--- config.mk ---
export PLATFORM = sky130hd
export DESIGN_NAME = lsu_sequencer_flat
export DESIGN_NICKNAME = d
export VERILOG_FILES = /design/src/rtl/lsu_sequencer_if.sv /design/src/rtl/lsu_sequencer.sv /design/src/flat_wrapper.sv
export SDC_FILE = /design/constraint.sdc
export NUM_CORES = 1
export LEC_CHECK = 0
export BUFFER_PORTS_ARGS = -buffer_cell sky130_fd_sc_hd__buf_2
export CELL_PAD_IN_SITES_DETAIL_PLACEMENT = 0
export CELL_PAD_IN_SITES_GLOBAL_PLACEMENT = 1
export CORE_MARGIN = 10
export CORE_UTILIZATION = 25
export CTS_BUF_LIST = sky130_fd_sc_hd__clkbuf_16
export DETAILED_ROUTE_END_ITERATION = 12
export PLACE_DENSITY_LB_ADDON = 0.1
export SLEW_MARGIN = 20
export SYNTH_ARGS = -nofsm -noshare
export SYNTH_HDL_FRONTEND = slang
export SYNTH_SLANG_ARGS = --single-unit
--- constraint.sdc ---
create_clock -name clk -period 8.8 [get_ports clk]
set_clock_uncertainty 0.1 [all_clocks]
set_input_delay 1.76 -clock clk [delete_from_list [all_inputs] [get_ports clk]]
set_output_delay 1.76 -clock clk [all_outputs]
set_load 0.02 [all_outputs]
--- src/rtl/lsu_sequencer_if.sv ---
// Core request/response channel and word-aligned memory bus of the LSU sequencer.
// slave is the sequencer's view; master is the core/memory environment's view.
interface lsu_sequencer_if #(
   parameter int DWIDTH = 32
);
   logic              req_valid;
   logic              req_ready;
   logic              req_we;
   logic [2:0]        req_funct3;
   logic [DWIDTH-1:0] req_addr;
   logic [DWIDTH-1:0] req_wdata;
   logic              rsp_valid;
   logic [DWIDTH-1:0] rsp_rdata;
   logic              rsp_err;
   logic              mem_req;
   logic              mem_gnt;
   logic              mem_we;
   logic [3:0]        mem_be;
   logic [DWIDTH-1:0] mem_addr;
   logic [DWIDTH-1:0] mem_wdata;
   logic              mem_rvalid;
   logic [DWIDTH-1:0] mem_rdata;

   modport slave (
      input  req_valid, req_we, req_funct3, req_addr, req_wdata,
      input  mem_gnt, mem_rvalid, mem_rdata,
      output req_ready, rsp_valid, rsp_rdata, rsp_err,
      output mem_req, mem_we, mem_be, mem_addr, mem_wdata
   );

   modport master (
      output req_valid, req_we, req_funct3, req_addr, req_wdata,
      output mem_gnt, mem_rvalid, mem_rdata,
      input  req_ready, rsp_valid, rsp_rdata, rsp_err,
      input  mem_req, mem_we, mem_be, mem_addr, mem_wdata
   );
endinterface

--- src/rtl/lsu_sequencer.sv ---
// RV32I load/store sequencer: byte/half/word requests become word-aligned bus beats.
// Define LSU_MISALIGN_SPLIT_EN to serve word-crossing accesses with two beats instead of an error.
module lsu_sequencer #(
   parameter int DWIDTH = 32
) (
   input logic            clk,
   input logic            rst,
   lsu_sequencer_if.slave bus
);

   if (DWIDTH != 32) begin : g_width_check
      $error("lsu_sequencer: DWIDTH must be 32");
   end

   typedef enum logic [2:0] {StIdle, StReq1, StWait1, StReq2, StWait2, StResp} state_t;

   state_t      state_q, state_d;
   logic        we_q, err_q;
   logic [2:0]  funct3_q;
   logic [31:0] addr_q, wdata_q;
   logic [63:0] raw_q;  // beat 1 in [31:0], beat 2 in [63:32]

   function automatic logic legal_f3(input logic we, input logic [2:0] f3);
      if (we) return f3 inside {3'b000, 3'b001, 3'b010};
      return f3 inside {3'b000, 3'b001, 3'b010, 3'b100, 3'b101};
   endfunction

   function automatic logic crosses(input logic [2:0] f3, input logic [1:0] off);
      logic [2:0] size;
      size = 3'd1 << f3[1:0];
      return ({1'b0, off} + size) > 3'd4;
   endfunction

   logic accept, accept_err;
   assign accept = (state_q == StIdle) && bus.req_valid;
`ifdef LSU_MISALIGN_SPLIT_EN
   assign accept_err = !legal_f3(bus.req_we, bus.req_funct3);
`else
   assign accept_err = !legal_f3(bus.req_we, bus.req_funct3) ||
                       crosses(bus.req_funct3, bus.req_addr[1:0]);
`endif

   always_comb begin
      state_d = state_q;
      unique case (state_q)
         StIdle:  if (bus.req_valid) state_d = accept_err ? StResp : StReq1;
         StReq1:  if (bus.mem_gnt) state_d = StWait1;
         StWait1: begin
            if (bus.mem_rvalid) begin
`ifdef LSU_MISALIGN_SPLIT_EN
               state_d = crosses(funct3_q, addr_q[1:0]) ? StReq2 : StResp;
`else
               state_d = StResp;
`endif
            end
         end
         StReq2:  if (bus.mem_gnt) state_d = StWait2;
         StWait2: if (bus.mem_rvalid) state_d = StResp;
         StResp:  state_d = StIdle;
         default: state_d = StIdle;
      endcase
   end

   always_ff @(posedge clk or posedge rst) begin
      if (rst) begin
         state_q  <= StIdle;
         we_q     <= 1'b0;
         err_q    <= 1'b0;
         funct3_q <= 3'b000;
         addr_q   <= '0;
         wdata_q  <= '0;
         raw_q    <= '0;
      end else begin
         state_q <= state_d;
         if (accept) begin
            we_q     <= bus.req_we;
            err_q    <= accept_err;
            funct3_q <= bus.req_funct3;
            addr_q   <= bus.req_addr;
            wdata_q  <= bus.req_wdata;
            raw_q    <= '0;
         end
         if (state_q == StWait1 && bus.mem_rvalid) raw_q[31:0] <= bus.mem_rdata;
         if (state_q == StWait2 && bus.mem_rvalid) raw_q[63:32] <= bus.mem_rdata;
      end
   end

   logic        second;
   logic [3:0]  be_base;
   logic [7:0]  be_wide;
   logic [63:0] wdata_wide;
   logic [31:0] ld_word;

   assign second = (state_q == StReq2);

   always_comb begin
      case (funct3_q[1:0])
         2'b00:   be_base = 4'b0001;
         2'b01:   be_base = 4'b0011;
         default: be_base = 4'b1111;
      endcase
   end

   // Lanes past byte 3 spill into the upper half and belong to the second beat.
   assign be_wide    = {4'b0000, be_base} << addr_q[1:0];
   assign wdata_wide = {32'h0, wdata_q} << {addr_q[1:0], 3'b000};
   assign ld_word    = 32'(raw_q >> {addr_q[1:0], 3'b000});

   always_comb begin
      bus.req_ready = (state_q == StIdle);
      bus.mem_req   = 1'b0;
      bus.mem_we    = 1'b0;
      bus.mem_be    = 4'b0000;
      bus.mem_addr  = '0;
      bus.mem_wdata = '0;
      bus.rsp_valid = 1'b0;
      bus.rsp_err   = 1'b0;
      bus.rsp_rdata = '0;
      if (state_q == StReq1 || state_q == StReq2) begin
         bus.mem_req   = 1'b1;
         bus.mem_we    = we_q;
         bus.mem_be    = second ? be_wide[7:4] : be_wide[3:0];
         bus.mem_addr  = {addr_q[31:2], 2'b00} + (second ? 32'd4 : 32'd0);
         bus.mem_wdata = we_q ? (second ? wdata_wide[63:32] : wdata_wide[31:0]) : 32'h0;
      end
      if (state_q == StResp) begin
         bus.rsp_valid = 1'b1;
         bus.rsp_err   = err_q;
         if (!err_q && !we_q) begin
            case (funct3_q)
               3'b000:  bus.rsp_rdata = {{24{ld_word[7]}}, ld_word[7:0]};
               3'b001:  bus.rsp_rdata = {{16{ld_word[15]}}, ld_word[15:0]};
               3'b100:  bus.rsp_rdata = {24'h0, ld_word[7:0]};
               3'b101:  bus.rsp_rdata = {16'h0, ld_word[15:0]};
               default: bus.rsp_rdata = ld_word;
            endcase
         end
      end
   end

endmodule
--- src/flat_wrapper.sv ---
// flat-port wrapper written by rule: the top's interface ports become plain ports
module lsu_sequencer_flat 
#(
   parameter int DWIDTH = 32
)
  (clk, rst, bus_req_valid, bus_req_we, bus_req_funct3, bus_req_addr, bus_req_wdata, bus_mem_gnt, bus_mem_rvalid, bus_mem_rdata, bus_req_ready, bus_rsp_valid, bus_rsp_rdata, bus_rsp_err, bus_mem_req, bus_mem_we, bus_mem_be, bus_mem_addr, bus_mem_wdata);
  lsu_sequencer_if #(.DWIDTH(DWIDTH)) bus_i ();
  input logic clk;
  input logic rst;
  input wire logic [$bits(bus_i.req_valid)-1:0] bus_req_valid;
  input wire logic [$bits(bus_i.req_we)-1:0] bus_req_we;
  input wire logic [$bits(bus_i.req_funct3)-1:0] bus_req_funct3;
  input wire logic [$bits(bus_i.req_addr)-1:0] bus_req_addr;
  input wire logic [$bits(bus_i.req_wdata)-1:0] bus_req_wdata;
  input wire logic [$bits(bus_i.mem_gnt)-1:0] bus_mem_gnt;
  input wire logic [$bits(bus_i.mem_rvalid)-1:0] bus_mem_rvalid;
  input wire logic [$bits(bus_i.mem_rdata)-1:0] bus_mem_rdata;
  output wire logic [$bits(bus_i.req_ready)-1:0] bus_req_ready;
  output wire logic [$bits(bus_i.rsp_valid)-1:0] bus_rsp_valid;
  output wire logic [$bits(bus_i.rsp_rdata)-1:0] bus_rsp_rdata;
  output wire logic [$bits(bus_i.rsp_err)-1:0] bus_rsp_err;
  output wire logic [$bits(bus_i.mem_req)-1:0] bus_mem_req;
  output wire logic [$bits(bus_i.mem_we)-1:0] bus_mem_we;
  output wire logic [$bits(bus_i.mem_be)-1:0] bus_mem_be;
  output wire logic [$bits(bus_i.mem_addr)-1:0] bus_mem_addr;
  output wire logic [$bits(bus_i.mem_wdata)-1:0] bus_mem_wdata;
  assign bus_i.req_valid = bus_req_valid;
  assign bus_i.req_we = bus_req_we;
  assign bus_i.req_funct3 = bus_req_funct3;
  assign bus_i.req_addr = bus_req_addr;
  assign bus_i.req_wdata = bus_req_wdata;
  assign bus_i.mem_gnt = bus_mem_gnt;
  assign bus_i.mem_rvalid = bus_mem_rvalid;
  assign bus_i.mem_rdata = bus_mem_rdata;
  assign bus_req_ready = bus_i.req_ready;
  assign bus_rsp_valid = bus_i.rsp_valid;
  assign bus_rsp_rdata = bus_i.rsp_rdata;
  assign bus_rsp_err = bus_i.rsp_err;
  assign bus_mem_req = bus_i.mem_req;
  assign bus_mem_we = bus_i.mem_we;
  assign bus_mem_be = bus_i.mem_be;
  assign bus_mem_addr = bus_i.mem_addr;
  assign bus_mem_wdata = bus_i.mem_wdata;
  lsu_sequencer #(.DWIDTH(DWIDTH)) u_core (.clk(clk), .rst(rst), .bus(bus_i));
endmodule
==> summary.txt <==
Maximum vdd drop -> 0.146 mV
GPL Wtd Cong -> 0.793
Max_cap viols -> 0
Most common cell after layout, fill and taps aside -> buf_2
Core Area -> 30800 sq um
Final Util -> 31.7%
Number of synthesized flops with an enable pin -> 0
GR Util met1 -> 18.1%
Most frequent cell on the critical path -> ha_1
Placement Cell Area -> 9170 sq um
Worst Path Max Fanout -> 26
Slowest cell on the critical path -> dfrtp_1
Setup tns final -> 0 ps
Initial antenna violation count -> 3
Main synth FF type -> dfrtp_1
Via-to-Cell Ratio -> 4.72
Yosys cell types -> 46
Root Driver -> clkbuf_16
Status -> finished clean
H-Tree Depth -> 4
Final Slew Violations -> 0
Startpoint class of the critical path -> flip-flop
M2 GR Usage -> 24.5%
RSZ-0062 raised after global routing -> no
CTS tree -> done
Crit Path Category -> flip-flop to primary output
Die area -> 38900 sq um
Met3 usage -> 4.17%
Final instance area -> 9770 sq um
1st-iter DRT viols -> 296
Cts repair resizes -> 0
Depth of the most critical reg-to-reg path -> 4
Total placed cells including tap cells -> 1437
Hold Crit Class -> flip-flop to flip-flop
Final worst-path cycle share -> 74.3%
Fin nets -> 1169
Input/output buffers -> 207
Area delta synth->final -> 24.4%
Min Tclk post-route -> 6540 ps
Post-Layout Cell Count -> 1471
Vias -> 6944
Static Leakage -> 4.47 nW
Worst Setup End Kind -> primary output
Grt ovf -> 0
Syn Area/Cell -> 8.72 sq um
WL final -> 28500 um
Ys Warns -> 0
Worst slack at placement -> 2640 ps
Grt peak-use layer -> met2
Hold_ws -> 416 ps
DIE WIDTH -> 197 um
Setup violations, final -> 0
Flops & latches, synth -> 128
Die Ht -> 197 um
Antenna Violating Nets Remaining -> 0
Max stage delay on crit path -> 930 ps
Worst-margin pin slew -> 972 ps
Hold path cells -> 1
Post-Syn Area -> 7860 sq um
Pwr Total -> 3.52 mW
Wirelength per Cell -> 19.4 um
Cells after synthesis -> 901
Skew-Pair Late Insertion Delay -> 420 ps
Number of I/O pins -> 210
Row count -> 64
Async SR Flop Fraction -> 100%
DPL Wire Length -> 20600 um
Worst Slack Setup Final -> 2260 ps
CTS Buf Count -> 17
Initial Utilization -> 25.5%
Number of setup buffers added after CTS -> 0
Worst Path Arrival -> 4680 ps
Crit-path cells -> nand3b_1 > clkinv_1 > ha_1 > ha_1 > nand3_1 > or4_4 > or4_1 > a21oi_1 > buf_2
Post-CTS Hold Buffers -> 0
Largest net degree at the start of global routing -> 72
Relative slew slack -> 35.1%
First-pass GRT wire length -> 43700 um
Layout cell share with drive strength beyond 1 -> 33.6%
Final hold violation count -> 0
# fillers -> 3357
Power per cell area -> 360 nW/um^2
Max Clk Rate -> 153 MHz
1st-pass router iterations -> 5
Worst EP required -> 6940 ps
Drt drc -> 0
Vias in the first global route -> 7117
Sink Count -> 128
Sequential-to-total area share from yosys stat -> 40.8%
Largest buffer count on any clock path -> 2
Worst-path clk slew -> 60 ps
Global Route Usage Sum -> 14.6%
Most frequent cells in the layout -> 207 x buf_2, 162 x nand2_1, 126 x dfrtp_1, 97 x o21ai_0, 96 x mux2_2
## state kept, by name (all words and copies together), names as in the netlist
signal	count
u_core.raw_q	56
u_core.state_q	3
u_core.we_q	1
u_core.err_q	1
u_core.funct3_q	3
u_core.addr_q	32
u_core.wdata_q	32
## area by class of cell
| cell class | instances | area, sq um | share of cell area (%) |
|---|---|---|---|
| Timing Repair Buffer | 214 | 1090 | 11.1 |
| Clock buffer | 17 | 425 | 4.35 |
| Inverter | 9 | 38.8 | 0.397 |
| Sequential cell | 128 | 3210 | 32.9 |
| Tap cell | 396 | 495 | 5.07 |
| Antenna cell | 2 | 5.00 | 0.0512 |
| Clock inverter | 15 | 170 | 1.74 |
| Multi-Input combinational cell | 690 | 4340 | 44.4 |
## power by group
part | internal [mW] | switching, mW
Clock | 0.426 | 0.309
Sequential | 0.870 | 0.355
Combinational | 0.669 | 0.888
Total | 1.96 | 1.55
## Yosys cell counts (all sizes together) (7+ instances only)
library cell | n | area share, %
nand2 | 163 | 7.8
dfrtp | 128 | 41
o21ai | 97 | 6.2
mux2 | 96 | 14
nor2 | 67 | 3.2
a21oi | 65 | 4.1
clkbuf | 55 | 2.6
mux2i | 49 | 6.2
nor3 | 24 | 1.5
buf | 20 | 1.3
or3 | 13 | 1.0
nand3 | 10 | 0.64
or4 | 10 | 1.1
a211oi | 9 | 0.86
nand2b | 9 | 0.72
nand4 | 9 | 0.88
or2 | 9 | 0.72
o211ai | 8 | 0.76
inv | 7 | 0.33
xor2 | 7 | 0.78
## metal layers
metal | routed length, um | vias up
met3 | 1550 | 12
met5 | 9 | -
met2 | 14000 | 153
li1 | - | 3466
met1 | 12800 | 3311
met4 | 212 | 2
## cells by family after synthesis
group           count (synthesis)  share of synthesized area [%]
compound gates                194                           13.5
fa+ha+maj                       4                          0.733
flops                         128                           40.8
xor+xnor                       13                           1.45
buf+inv                        84                           4.36
other cells                     1                         0.0477
mux                           145                           20.0
simple gates                  332                           19.2
## worst max-delay path: cells and delay by family (launching register included)
kind | cells | cell delay [ps]
AND/OR/NAND/NOR | 4 | 1950
flip-flops | 1 | 930
buffers and inverters | 2 | 680
adder cells (fa/ha/maj) | 2 | 540
AO/OA/AOI/OAI | 1 | 160
## worst paths after layout
check / startpoint / to / slack, ps
min in group asynchronous: rst / u_core.raw_q[46] / 1350
worst min-delay path: u_core.addr_q[2] / u_core.addr_q[2] / 420
worst max-delay path: u_core.state_q[1] / bus_mem_addr[30] / 2260
max in group asynchronous: rst / u_core.addr_q[0] / 5910
worst max register to register: u_core.state_q[1] / u_core.wdata_q[22] / 5540
worst min register to register: u_core.addr_q[2] / u_core.addr_q[2] / 420
No activity file was read; power rests on OpenSTA's default activity.
